**src/rtl/ip_rx_mp.sv**
```systemverilog
// IPv4 receive header parser: captures and verifies the header, routes accepted frames to a protocol channel.
// Optional macro IP_RX_BCAST_EN: broadcast destination IP, or broadcast MAC with local IP, passes the address checks.
//
// state   | meaning
// IDLE    | waiting for ip_rx_req with a valid byte
// HDR     | capturing header fields, summing checksum words
// CHECK   | single cycle, verdict computed and registered
// PAYLOAD | accepted frame, counting bytes to the tracked length
// DROP    | rejected frame, counting bytes to the tracked length

module ip_rx_mp #(
  parameter int unsigned              NUM_PROTO  = 2,
  parameter logic [NUM_PROTO*8-1:0]   PROTO_LIST = {8'h01, 8'h11},
  parameter int unsigned              MIN_LEN    = 46
) (
  input  logic                 clk,
  input  logic                 rst,
  input  logic [31:0]          local_ip_addr,
  input  logic [47:0]          local_mac_addr,
  input  logic [47:0]          mac_rx_dest_mac_addr,
  input  logic [7:0]           ip_rx_data,
  input  logic                 ip_rx_valid,
  input  logic                 ip_rx_req,
  output logic [NUM_PROTO-1:0] proto_rx_req,
  output logic                 hdr_ok,
  output logic                 hdr_error,
  output logic [2:0]           hdr_error_code,
  output logic [15:0]          upper_layer_data_length,
  output logic [15:0]          ip_total_data_length,
  output logic [7:0]           net_protocol,
  output logic [31:0]          ip_rec_source_addr,
  output logic [31:0]          ip_rec_dest_addr,
  output logic                 ip_rx_end,
  output logic                 ip_rx_abort
);

  localparam logic [15:0] MIN_LEN16 = MIN_LEN[15:0];

  typedef enum logic [2:0] {
    S_IDLE    = 3'd0,
    S_HDR     = 3'd1,
    S_CHECK   = 3'd2,
    S_PAYLOAD = 3'd3,
    S_DROP    = 3'd4
  } state_t;

  state_t state_q, state_d;
  logic [15:0] cnt_q, cnt_d;
  logic [19:0] csum_q, csum_d;
  logic [7:0]  hi_q, hi_d;
  logic [3:0]  ver_q, ver_d;
  logic [3:0]  ihl_q, ihl_d;
  logic [15:0] tot_q, tot_d;
  logic        mf_q, mf_d;
  logic [12:0] off_q, off_d;
  logic [7:0]  proto_q, proto_d;
  logic [31:0] src_q, src_d;
  logic [31:0] dst_q, dst_d;

  logic [NUM_PROTO-1:0] req_q, req_d;
  logic        ok_q, ok_d;
  logic        err_q, err_d;
  logic [2:0]  code_q, code_d;
  logic [15:0] ulen_q, ulen_d;
  logic [15:0] tlen_q, tlen_d;
  logic [7:0]  nproto_q, nproto_d;
  logic [31:0] srco_q, srco_d;
  logic [31:0] dsto_q, dsto_d;
  logic        end_q, end_d;
  logic        abort_q, abort_d;

  logic        start;
  logic        cap;
  logic [15:0] byte_idx;
  logic [15:0] cnt_inc;
  logic [3:0]  ihl_eff;
  logic [15:0] hdr_len;
  logic [15:0] tot_eff;
  logic [19:0] fold1, fold2;
  logic        csum_ok;
  logic        mac_ok, ip_ok, bcast_pass;
  logic        proto_hit;
  logic [NUM_PROTO-1:0] proto_sel;
  logic [2:0]  vcode;
  logic        done;

  assign start    = ip_rx_valid & ip_rx_req;
  assign cap      = ip_rx_valid & (start | (state_q == S_HDR));
  assign byte_idx = start ? 16'd0 : cnt_q;
  assign cnt_inc  = (cnt_q == 16'hFFFF) ? cnt_q : cnt_q + 16'd1;
  // A short IHL still walks a minimum 20-byte header before the verdict
  assign ihl_eff  = (ihl_q < 4'd5) ? 4'd5 : ihl_q;
  assign hdr_len  = {10'd0, ihl_eff, 2'b00};
  assign tot_eff  = (tot_q < MIN_LEN16) ? MIN_LEN16 : tot_q;

  assign fold1   = {4'd0, csum_q[15:0]} + {16'd0, csum_q[19:16]};
  assign fold2   = {4'd0, fold1[15:0]} + {16'd0, fold1[19:16]};
  assign csum_ok = (fold2 == 20'h0FFFF);

  assign mac_ok = (mac_rx_dest_mac_addr == local_mac_addr);
  assign ip_ok  = (dst_q == local_ip_addr);
`ifdef IP_RX_BCAST_EN
  assign bcast_pass = (dst_q == 32'hFFFF_FFFF) |
                      ((mac_rx_dest_mac_addr == 48'hFFFF_FFFF_FFFF) & ip_ok);
`else
  assign bcast_pass = 1'b0;
`endif

  always_comb begin
    proto_hit = 1'b0;
    proto_sel = '0;
    for (int i = 0; i < int'(NUM_PROTO); i++) begin
      if (!proto_hit && (proto_q == PROTO_LIST[8*i +: 8])) begin
        proto_sel[i] = 1'b1;
        proto_hit    = 1'b1;
      end
    end
  end

  always_comb begin
    vcode = 3'd0;
    if (ver_q != 4'd4)                              vcode = 3'd1;
    else if ((ihl_q < 4'd5) || (tot_q < hdr_len))   vcode = 3'd2;
    else if (!csum_ok)                              vcode = 3'd3;
    else if (!bcast_pass && !mac_ok)                vcode = 3'd4;
    else if (!bcast_pass && !ip_ok)                 vcode = 3'd5;
    else if (mf_q || (off_q != 13'd0))              vcode = 3'd6;
    else if (!proto_hit)                            vcode = 3'd7;
  end

  // Header field capture and checksum accumulation
  always_comb begin
    csum_d  = csum_q;
    hi_d    = hi_q;
    ver_d   = ver_q;
    ihl_d   = ihl_q;
    tot_d   = tot_q;
    mf_d    = mf_q;
    off_d   = off_q;
    proto_d = proto_q;
    src_d   = src_q;
    dst_d   = dst_q;
    if (start) csum_d = '0;
    if (cap) begin
      if (!byte_idx[0]) hi_d = ip_rx_data;
      else              csum_d = csum_q + {4'd0, hi_q, ip_rx_data};
      case (byte_idx)
        16'd0:  begin ver_d = ip_rx_data[7:4]; ihl_d = ip_rx_data[3:0]; end
        16'd2:  tot_d[15:8]  = ip_rx_data;
        16'd3:  tot_d[7:0]   = ip_rx_data;
        16'd6:  begin mf_d = ip_rx_data[5]; off_d[12:8] = ip_rx_data[4:0]; end
        16'd7:  off_d[7:0]   = ip_rx_data;
        16'd9:  proto_d      = ip_rx_data;
        16'd12: src_d[31:24] = ip_rx_data;
        16'd13: src_d[23:16] = ip_rx_data;
        16'd14: src_d[15:8]  = ip_rx_data;
        16'd15: src_d[7:0]   = ip_rx_data;
        16'd16: dst_d[31:24] = ip_rx_data;
        16'd17: dst_d[23:16] = ip_rx_data;
        16'd18: dst_d[15:8]  = ip_rx_data;
        16'd19: dst_d[7:0]   = ip_rx_data;
        default: ;
      endcase
    end
  end

  always_comb begin
    state_d  = state_q;
    cnt_d    = cnt_q;
    req_d    = '0;
    ok_d     = 1'b0;
    err_d    = 1'b0;
    end_d    = 1'b0;
    abort_d  = 1'b0;
    code_d   = code_q;
    ulen_d   = ulen_q;
    tlen_d   = tlen_q;
    nproto_d = nproto_q;
    srco_d   = srco_q;
    dsto_d   = dsto_q;
    done     = 1'b0;
    if (start) begin
      // A new first byte always restarts parsing; mid-frame it abandons the old frame
      state_d = S_HDR;
      cnt_d   = 16'd1;
      abort_d = (state_q != S_IDLE);
    end else begin
      if (ip_rx_valid && (state_q != S_IDLE)) cnt_d = cnt_inc;
      case (state_q)
        S_HDR: begin
          if (ip_rx_valid && (cnt_q == hdr_len - 16'd1)) state_d = S_CHECK;
        end
        S_CHECK: begin
          code_d   = vcode;
          ulen_d   = tot_q - hdr_len;
          tlen_d   = tot_eff;
          nproto_d = proto_q;
          srco_d   = src_q;
          dsto_d   = dst_q;
          if (vcode == 3'd0) begin
            ok_d    = 1'b1;
            req_d   = proto_sel;
            state_d = S_PAYLOAD;
          end else begin
            err_d   = 1'b1;
            state_d = S_DROP;
          end
          done = (cnt_d >= tot_eff);
        end
        S_PAYLOAD, S_DROP: begin
          done = (cnt_d >= tlen_q) || (cnt_q == 16'hFFFF);
        end
        default: ;
      endcase
      if (done) begin
        end_d   = 1'b1;
        state_d = S_IDLE;
        cnt_d   = '0;
      end
    end
  end

  always_ff @(posedge clk or posedge rst) begin
    if (rst) begin
      state_q  <= S_IDLE;
      cnt_q    <= '0;
      csum_q   <= '0;
      hi_q     <= '0;
      ver_q    <= '0;
      ihl_q    <= '0;
      tot_q    <= '0;
      mf_q     <= 1'b0;
      off_q    <= '0;
      proto_q  <= '0;
      src_q    <= '0;
      dst_q    <= '0;
      req_q    <= '0;
      ok_q     <= 1'b0;
      err_q    <= 1'b0;
      code_q   <= '0;
      ulen_q   <= '0;
      tlen_q   <= '0;
      nproto_q <= '0;
      srco_q   <= '0;
      dsto_q   <= '0;
      end_q    <= 1'b0;
      abort_q  <= 1'b0;
    end else begin
      state_q  <= state_d;
      cnt_q    <= cnt_d;
      csum_q   <= csum_d;
      hi_q     <= hi_d;
      ver_q    <= ver_d;
      ihl_q    <= ihl_d;
      tot_q    <= tot_d;
      mf_q     <= mf_d;
      off_q    <= off_d;
      proto_q  <= proto_d;
      src_q    <= src_d;
      dst_q    <= dst_d;
      req_q    <= req_d;
      ok_q     <= ok_d;
      err_q    <= err_d;
      code_q   <= code_d;
      ulen_q   <= ulen_d;
      tlen_q   <= tlen_d;
      nproto_q <= nproto_d;
      srco_q   <= srco_d;
      dsto_q   <= dsto_d;
      end_q    <= end_d;
      abort_q  <= abort_d;
    end
  end

  assign proto_rx_req            = req_q;
  assign hdr_ok                  = ok_q;
  assign hdr_error               = err_q;
  assign hdr_error_code          = code_q;
  assign upper_layer_data_length = ulen_q;
  assign ip_total_data_length    = tlen_q;
  assign net_protocol            = nproto_q;
  assign ip_rec_source_addr      = srco_q;
  assign ip_rec_dest_addr        = dsto_q;
  assign ip_rx_end               = end_q;
  assign ip_rx_abort             = abort_q;

endmodule
```
**config.mk**
```make
export PLATFORM = sky130hd
export DESIGN_NAME = ip_rx_mp
export DESIGN_NICKNAME = d
export VERILOG_FILES = /design/src/rtl/ip_rx_mp.sv
export SDC_FILE = /design/constraint.sdc
export NUM_CORES = 1
export LEC_CHECK = 0
export CORE_MARGIN = 4
export CORE_UTILIZATION = 40
export CTS_BUF_LIST = sky130_fd_sc_hd__clkbuf_8 sky130_fd_sc_hd__clkbuf_16
export CTS_CLUSTER_SIZE = 8
export DETAILED_ROUTE_END_ITERATION = 16
export PLACE_DENSITY_LB_ADDON = 0.2
export RECOVER_POWER = 25
export SYNTH_ARGS = -nofsm -noshare
export SYNTH_HDL_FRONTEND = slang
export SYNTH_SLANG_ARGS = --single-unit
```
**constraint.sdc**
```tcl
create_clock -name clk -period 11.1 [get_ports clk]
set_clock_uncertainty 0.15 [all_clocks]
set_input_delay 2.22 -clock clk [delete_from_list [all_inputs] [get_ports clk]]
set_output_delay 2.22 -clock clk [all_outputs]
set_load 0.005 [all_outputs]
```
==> results.json <==
{
  "drc": 0,
  "finalSetupViolCount": 0,
  "cts_sinks": 270,
  "start_kind": "input pin",
  "rsz0062_at_grt": "no",
  "post-route-period-util_pct": 61.22,
  "port_buffers": 252,
  "post_cts_resized": 0,
  "clockRootBuffer": "clkbuf_16",
  "crit_type": "input pin to async pin",
  "grt.met3_usage_pct": 4.607,
  "die_h_um": 195.3,
  "critPathMaxFanout": 124,
  "arrival_ns": 7.13,
  "area_growth_syn_to_layout_pct": 28.86,
  "post-route-util_pct": 52.34,
  "fp.coreArea_sq_um": 34540,
  "wl_um": 40680,
  "grt_pass1_wl_um": 64170,
  "yosys_most_used_dff": "dfrtp_1",
  "seq_area_sq_um": 6756,
  "syn_nets": 1625,
  "layout-drive-gt1-share_pct": 10.65,
  "seq_area_frac_synth_pct": 48.16,
  "grt_pass1_vias": 11441,
  "netlist.area_leader.share_pct": 48.16,
  "final_nets": 1881,
  "final-hold-violation-count": 0,
  "relSlewSlack_pct": -269.4,
  "groute.usage.overall_pct": 20.97,
  "overflow": 0,
  "mostFrequentLayoutCell": "nand2_1",
  "layout_setup_ws_ns": 4.305,
  "end_kind": "async pin",
  "synth-seq-cells": 270,
  "gp_congestion": 0.8975,
  "clk-insertion-delay-late_ns": 0.53,
  "cts_buffers": 39,
  "met1_usage_pct": 27.09,
  "violations": "max-capacitance violations, max-slew violations",
  "dr.pass1.iters": 5,
  "yosys.area.top_type": "dfrtp_1",
  "postCtsSetupBuffers": 0,
  "clkTransAtPathRegs_ns": 0.05,
  "die-width_um": 195.3,
  "mostFrequentLayoutCells": "nand2_1, dfrtp_1, clkdlybuf4s50_1, mux2_2, xnor2_1",
  "htreeDepth": 2,
  "clockBufferDepth": 3,
  "netlist_top_cells_area": "dfrtp_1, nand2_1, mux2_2",
  "p_per_area_nw_per_um2": 187.1,
  "holdBufCountCts": 0,
  "multiInputGateArea_sq_um": 6909,
  "hold_slack_ns": 0.3070,
  "rows": 68,
  "worst_pin_slew_ns": 5.542,
  "drt_iter0_markers": 532,
  "initial_core_util_pct": 40.62,
  "cts_tree": "built",
  "gr-max-usage-layer": "met2",
  "grt_max_degree": 125,
  "worstPathRequired_ns": 11.44,
  "synth_cell_types": 70,
  "fin_setup_tns_ns": 0,
  "io_pins": 253,
  "met2_usage_pct": 36.37,
  "dp_hpwl_um": 29090,
  "finalNonFillerCells": 2136,
  "fill_cells": 3185,
  "routedWlPerCell_um": 19.04,
  "fmax_ghz": 0.1472,
  "synth-edff-count": 0,
  "drtAntennaViolNets": 0,
  "synth.avg_cell_area_sq_um": 9.866,
  "grt_antenna_before_repair": 2,
  "yosys_warnings": 0,
  "fp.dieArea_sq_um": 38130,
  "status": "finished with violations",
  "fin_crit_ns": 6.795,
  "syn_inst": 1422,
  "antennaDiodeCount": 0,
  "dpl_worst_slack_ns": 4.534,
  "hold_path_class": "flop to flop",
  "synthArstFlopShare_pct": 100.0,
  "via_per_inst": 5.216,
  "synth_area_sq_um": 14030,
  "maxSlewViolCount": 125,
  "ir_drop_uv": 109.7,
  "leakage_uw": 0.008536,
  "dr_total_vias": 11142,
  "max_cap_violations": 1,
  "rrSetupSlack_ns": 6.34,
  "dp_cells": 2092
}
cells in the mapped netlist (all sizes together), types with 10 or more instances:
library cell,number
xnor2,80
clkbuf,39
nor2,65
nor3,21
or3,10
buf,12
nand4,30
and3,12
ha,60
mux2,99
a21oi,39
xor2,47
o21ai,73
nor4,28
dfrtp,270
inv,47
nand2,327
and2,17
nand3,28
nand2b,14
worst max-delay path, stage by stage:
cell,delay [ns]
dlygate4sd3_1,0.55
clkinvlp_2,3.03
buf_4,1.14
metrics by stage:
stage               power, uW  instance area [sq um]
floorplan                2014                  14030
global placement         2323                  17050
detailed placement       2353                  17050
CTS                      3415                  18080
global route             3613                  18080
finish                   3382                  18080
sequential cells by signal, summed over array words and instances (netlist names), 8 cells and up:
name	flops
upper_layer_data_length	16
ip_rec_source_addr	32
ip_rec_dest_addr	32
hi_q	8
ip_total_data_length	16
src_q	32
tot_q	16
cnt_q	16
net_protocol	8
proto_q	8
dst_q	32
csum_q	20
off_q	13
report_power, final:
| part | internal, uW | switching (uW) |
|---|---|---|
| clock | 623 | 420 |
| combinational | 483 | 532 |
| sequential | 1150 | 171 |
| total | 2260 | 1120 |
layer usage:
layer | part of all wire [%] | wire length (um)
met5 | 0.066 | 27
met4 | 1.9 | 758
met3 | 5.6 | 2296
met2 | 49 | 19860
met1 | 44 | 17740
cell type report:
type,count,share of cell area [%]
inverters,47,0.9828
clock inverters,5,0.3460
flip-flops and latches,270,37.37
well taps,455,3.149
repair buffers,266,14.53
clock buffers,39,5.398
multi-input cells,1054,38.22
worst paths after layout:
check / cells past startpoint / from / to
min: 2 / src_q[18] / ip_rec_source_addr[18]
max: 3 / rst / csum_q[9]
min reg2reg: 2 / src_q[18] / ip_rec_source_addr[18]
min in group asynchronous: 2 / rst / ip_rec_dest_addr[10]
max reg2reg: 16 / cnt_q[3] / state_q[2]
max in group clk: 15 / ip_rx_valid / state_q[2]
logic make-up after synthesis:
group           count (synthesis)  share of synthesized area [%]
fa+ha+maj                      63                          5.779
flops                         270                          48.16
mux                           100                          8.017
buf+inv                        98                          2.747
simple gates                  590                          19.84
compound gates                174                          7.527
xor+xnor                      127                          7.928
No activity file was read; power rests on OpenSTA's default activity.
==> variant 1 (same settings) <==
`NUM_PROTO`: 2 -> 4.
--- a/src/rtl/ip_rx_mp.sv
+++ b/src/rtl/ip_rx_mp.sv
@@ -10,5 +10,5 @@
 
 module ip_rx_mp #(
-  parameter int unsigned              NUM_PROTO  = 2,
+  parameter int unsigned              NUM_PROTO  = 4,
   parameter logic [NUM_PROTO*8-1:0]   PROTO_LIST = {8'h01, 8'h11},
   parameter int unsigned              MIN_LEN    = 46
Interface: changed (resized proto_rx_req); port bits go from 253 to 255. No check against the original RTL was run, so the function may have changed too.
==> variant 1 against the unedited design <==
- non-clock buffer count up 2
- synthesized area rose by 0.65%
- the run still ends with capacitance limit, slew limit left
- critical path depth is the same
- sequential cell count up 2
- hold slack improved by 0.00068 ns
- largest cell class unchanged
- total power is 5.1% higher
- synthesized cell count is 2.0% higher
- design area up 0.71%
- worst setup slack improved by 0.78 ns
- first-iteration DRC count rose by 23%
- largest power group unchanged
- wire length decreased by 0.87%
- critical endpoint is now proto_rx_req[1]
- global-route usage is 0.32 points lower
==> variant 1: results <==
# TYPE chip_impl_metric gauge
chip_impl_info{name="run_status",value="finished, violations left"} 1
chip_impl_info{name="failed_checks",value="capacitance limit, slew limit"} 1
chip_impl_metric{name="syn_nets",unit=""} 1654
chip_impl_metric{name="slew_viol_final",unit=""} 183
chip_impl_metric{name="multi_input_combinational_cell_count",unit=""} 1068
chip_impl_metric{name="clk_latency",unit="ns"} 0.51
chip_impl_metric{name="ff2ff_path_depth",unit=""} 15
chip_impl_metric{name="nNetsFinal",unit=""} 1909
chip_impl_info{name="worstHoldStart",value="proto_q[0]"} 1
chip_impl_metric{name="post_detailed_route_via_to_cell_ratio",unit=""} 5.250
chip_impl_metric{name="num-nonclk-inverters",unit=""} 56
chip_impl_info{name="cp-endpoint",value="proto_rx_req[1]"} 1
chip_impl_metric{name="n_fill_cell",unit=""} 3212
chip_impl_metric{name="grtUsageMet3",unit=""} 0.02799
chip_impl_info{name="worstReg2RegStart",value="cnt_q[2]"} 1
chip_impl_metric{name="worst_slew_pin_slew",unit="ns"} 4.880
chip_impl_metric{name="power",unit="mW"} 3.554
chip_impl_metric{name="power.share.combinational",unit=""} 0.313
chip_impl_metric{name="placedInstanceArea",unit="sq um"} 17170
chip_impl_metric{name="regToRegSetupSlack",unit="ns"} 6.24
chip_impl_metric{name="cap_viol_max_count",unit=""} 3
chip_impl_metric{name="layout.nonclk_buf_frac",unit=""} 0.1457
chip_impl_info{name="synthTopCellsByArea",value="sky130_fd_sc_hd__dfrtp_1, sky130_fd_sc_hd__nand2_1, sky130_fd_sc_hd__mux2_2"} 1
chip_impl_metric{name="synth_seq_area_share",unit=""} 0.4820
chip_impl_metric{name="dr_total_vias",unit=""} 11360
variant 1: cell count changes in the layout (fill, tap and decap cells not counted), sizes merged, moves of 7 or more:
cell / before / now
and2: 17 / 4
and3: 12 / 5
nand2: 327 / 336
xor2: 47 / 81
dlygate4sd3: 41 / 48
xnor2: 80 / 46
nor2b: 5 / 24
o21ai: 73 / 85
inv: 49 / 57
variant 1: layer usage:
layer	vias up	routed length, microns
met2	285	19540
met5	-	0
met1	5571	17980
met4	0	724
met3	50	2077
li1	5455	-
variant 1: cell families after synthesis:
| family | Yosys count | share of synthesized area |
|---|---|---|
| AO/OA/AOI/OAI | 195 | 0.08435 |
| XOR/XNOR | 127 | 0.07930 |
| adder cells (fa/ha/maj) | 63 | 0.05742 |
| buffers and inverters | 111 | 0.02977 |
| flip-flops | 272 | 0.4820 |
| multiplexers | 97 | 0.07726 |
| other | 1 | 0.0002656 |
| AND/OR/NAND/NOR | 585 | 0.1896 |
==> variant 2 (same settings) <==
Without the edit above. Re-encode `state_t` (5 states) as Gray code, 3 bits wide.
--- a/src/rtl/ip_rx_mp.sv
+++ b/src/rtl/ip_rx_mp.sv
@@ -38,9 +38,9 @@
 
   typedef enum logic [2:0] {
-    S_IDLE    = 3'd0,
-    S_HDR     = 3'd1,
-    S_CHECK   = 3'd2,
-    S_PAYLOAD = 3'd3,
-    S_DROP    = 3'd4
+    S_IDLE    = 3'b000,
+    S_HDR     = 3'b001,
+    S_CHECK   = 3'b011,
+    S_PAYLOAD = 3'b010,
+    S_DROP    = 3'b110
   } state_t;
 
Behaviour: same outputs for any inputs over 10 cycles, from zero or initial values and one cycle with rst high; not proved beyond that.
==> variant 2 against the unedited design <==
- worst setup slack gained 0.051 ns
- total power grew 13%
- the run still ends with capacitance limit, slew limit left
- synthesized area grew 2.5%
- cell count grew 2.3%
- core utilization shrank 0.54 points
- wire length grew 4.7%
- via count grew 3.6%
- design area grew 1.7%
- sequential cell count is the same
- clock power is essentially flat
==> variant 2: results <==
# TYPE chip_impl_metric gauge
chip_impl_metric{name="post_detailed_placement_half_perimeter_wirelength",unit="microns"} 30670
chip_impl_metric{name="num-nonclk-inverters",unit=""} 50
chip_impl_metric{name="syn_nets",unit=""} 1678
chip_impl_metric{name="dr_wl_met2",unit="microns"} 20520
chip_impl_metric{name="regToRegSetupSlack",unit="ns"} 6.19
chip_impl_info{name="synth_commonest_cells",value="sky130_fd_sc_hd__nand2_1, sky130_fd_sc_hd__dfrtp_1, sky130_fd_sc_hd__mux2_2"} 1
chip_impl_metric{name="drt_first_iter_violations",unit=""} 625
chip_impl_metric{name="route.layer.met1.wl",unit="microns"} 19080
chip_impl_metric{name="nNetsFinal",unit=""} 1924
chip_impl_metric{name="worst_slew_pin_slew",unit="ns"} 4.869
chip_impl_metric{name="vdd.ir_drop.worst",unit="mV"} 0.1303
chip_impl_metric{name="final_layout_size_suffix_gt1_frac",unit=""} 0.1102
chip_impl_metric{name="cap_viol_max_count",unit=""} 2
chip_impl_info{name="run_status",value="finished, violations left"} 1
chip_impl_metric{name="power.share.switching",unit=""} 0.3535
chip_impl_info{name="worstHoldStart",value="ip_rec_dest_addr[12]"} 1
chip_impl_metric{name="via_count_of_the_first_global_routing_pass",unit=""} 11900
chip_impl_metric{name="power.combinational.total",unit="mW"} 1.33
chip_impl_info{name="failed_checks",value="capacitance limit, slew limit"} 1
chip_impl_metric{name="slew_viol_final",unit=""} 145
chip_impl_metric{name="n_fill_cell",unit=""} 3224
chip_impl_metric{name="gr-usage-met2",unit=""} 0.3563
chip_impl_metric{name="fraction_of_area_in_registers",unit=""} 0.3676
chip_impl_metric{name="post_place_setup_slack",unit="ns"} 4.740
chip_impl_metric{name="stdcell_count",unit=""} 2186
chip_impl_metric{name="average_wire_per_standard_cell",unit="microns"} 19.49
-- variant 2: cell count changes in the layout (fill, tap and decap cells not counted), moves of 13 or more --
cell	change
sky130_fd_sc_hd__dlygate4sd3_1	+16
sky130_fd_sc_hd__nand2_1	+25
sky130_fd_sc_hd__xnor2_1	-13
sky130_fd_sc_hd__clkdlybuf4s50_1	-16
sky130_fd_sc_hd__xor2_1	+17
sky130_fd_sc_hd__nor3_1	+15
-- variant 2: worst max-delay path by stage --
| stage | to | slack [ns] | from |
|---|---|---|---|
| CTS | cnt_q[0] | 5.27 | ip_rx_valid |
| global placement | cnt_q[0] | 4.83 | ip_rx_valid |
| global route | proto_q[6] | 3.33 | rst |
| finish | ip_rec_source_addr[10] | 4.36 | rst |
| floorplan | cnt_q[0] | 1.29 | rst |
| detailed placement | cnt_q[0] | 4.74 | ip_rx_valid |
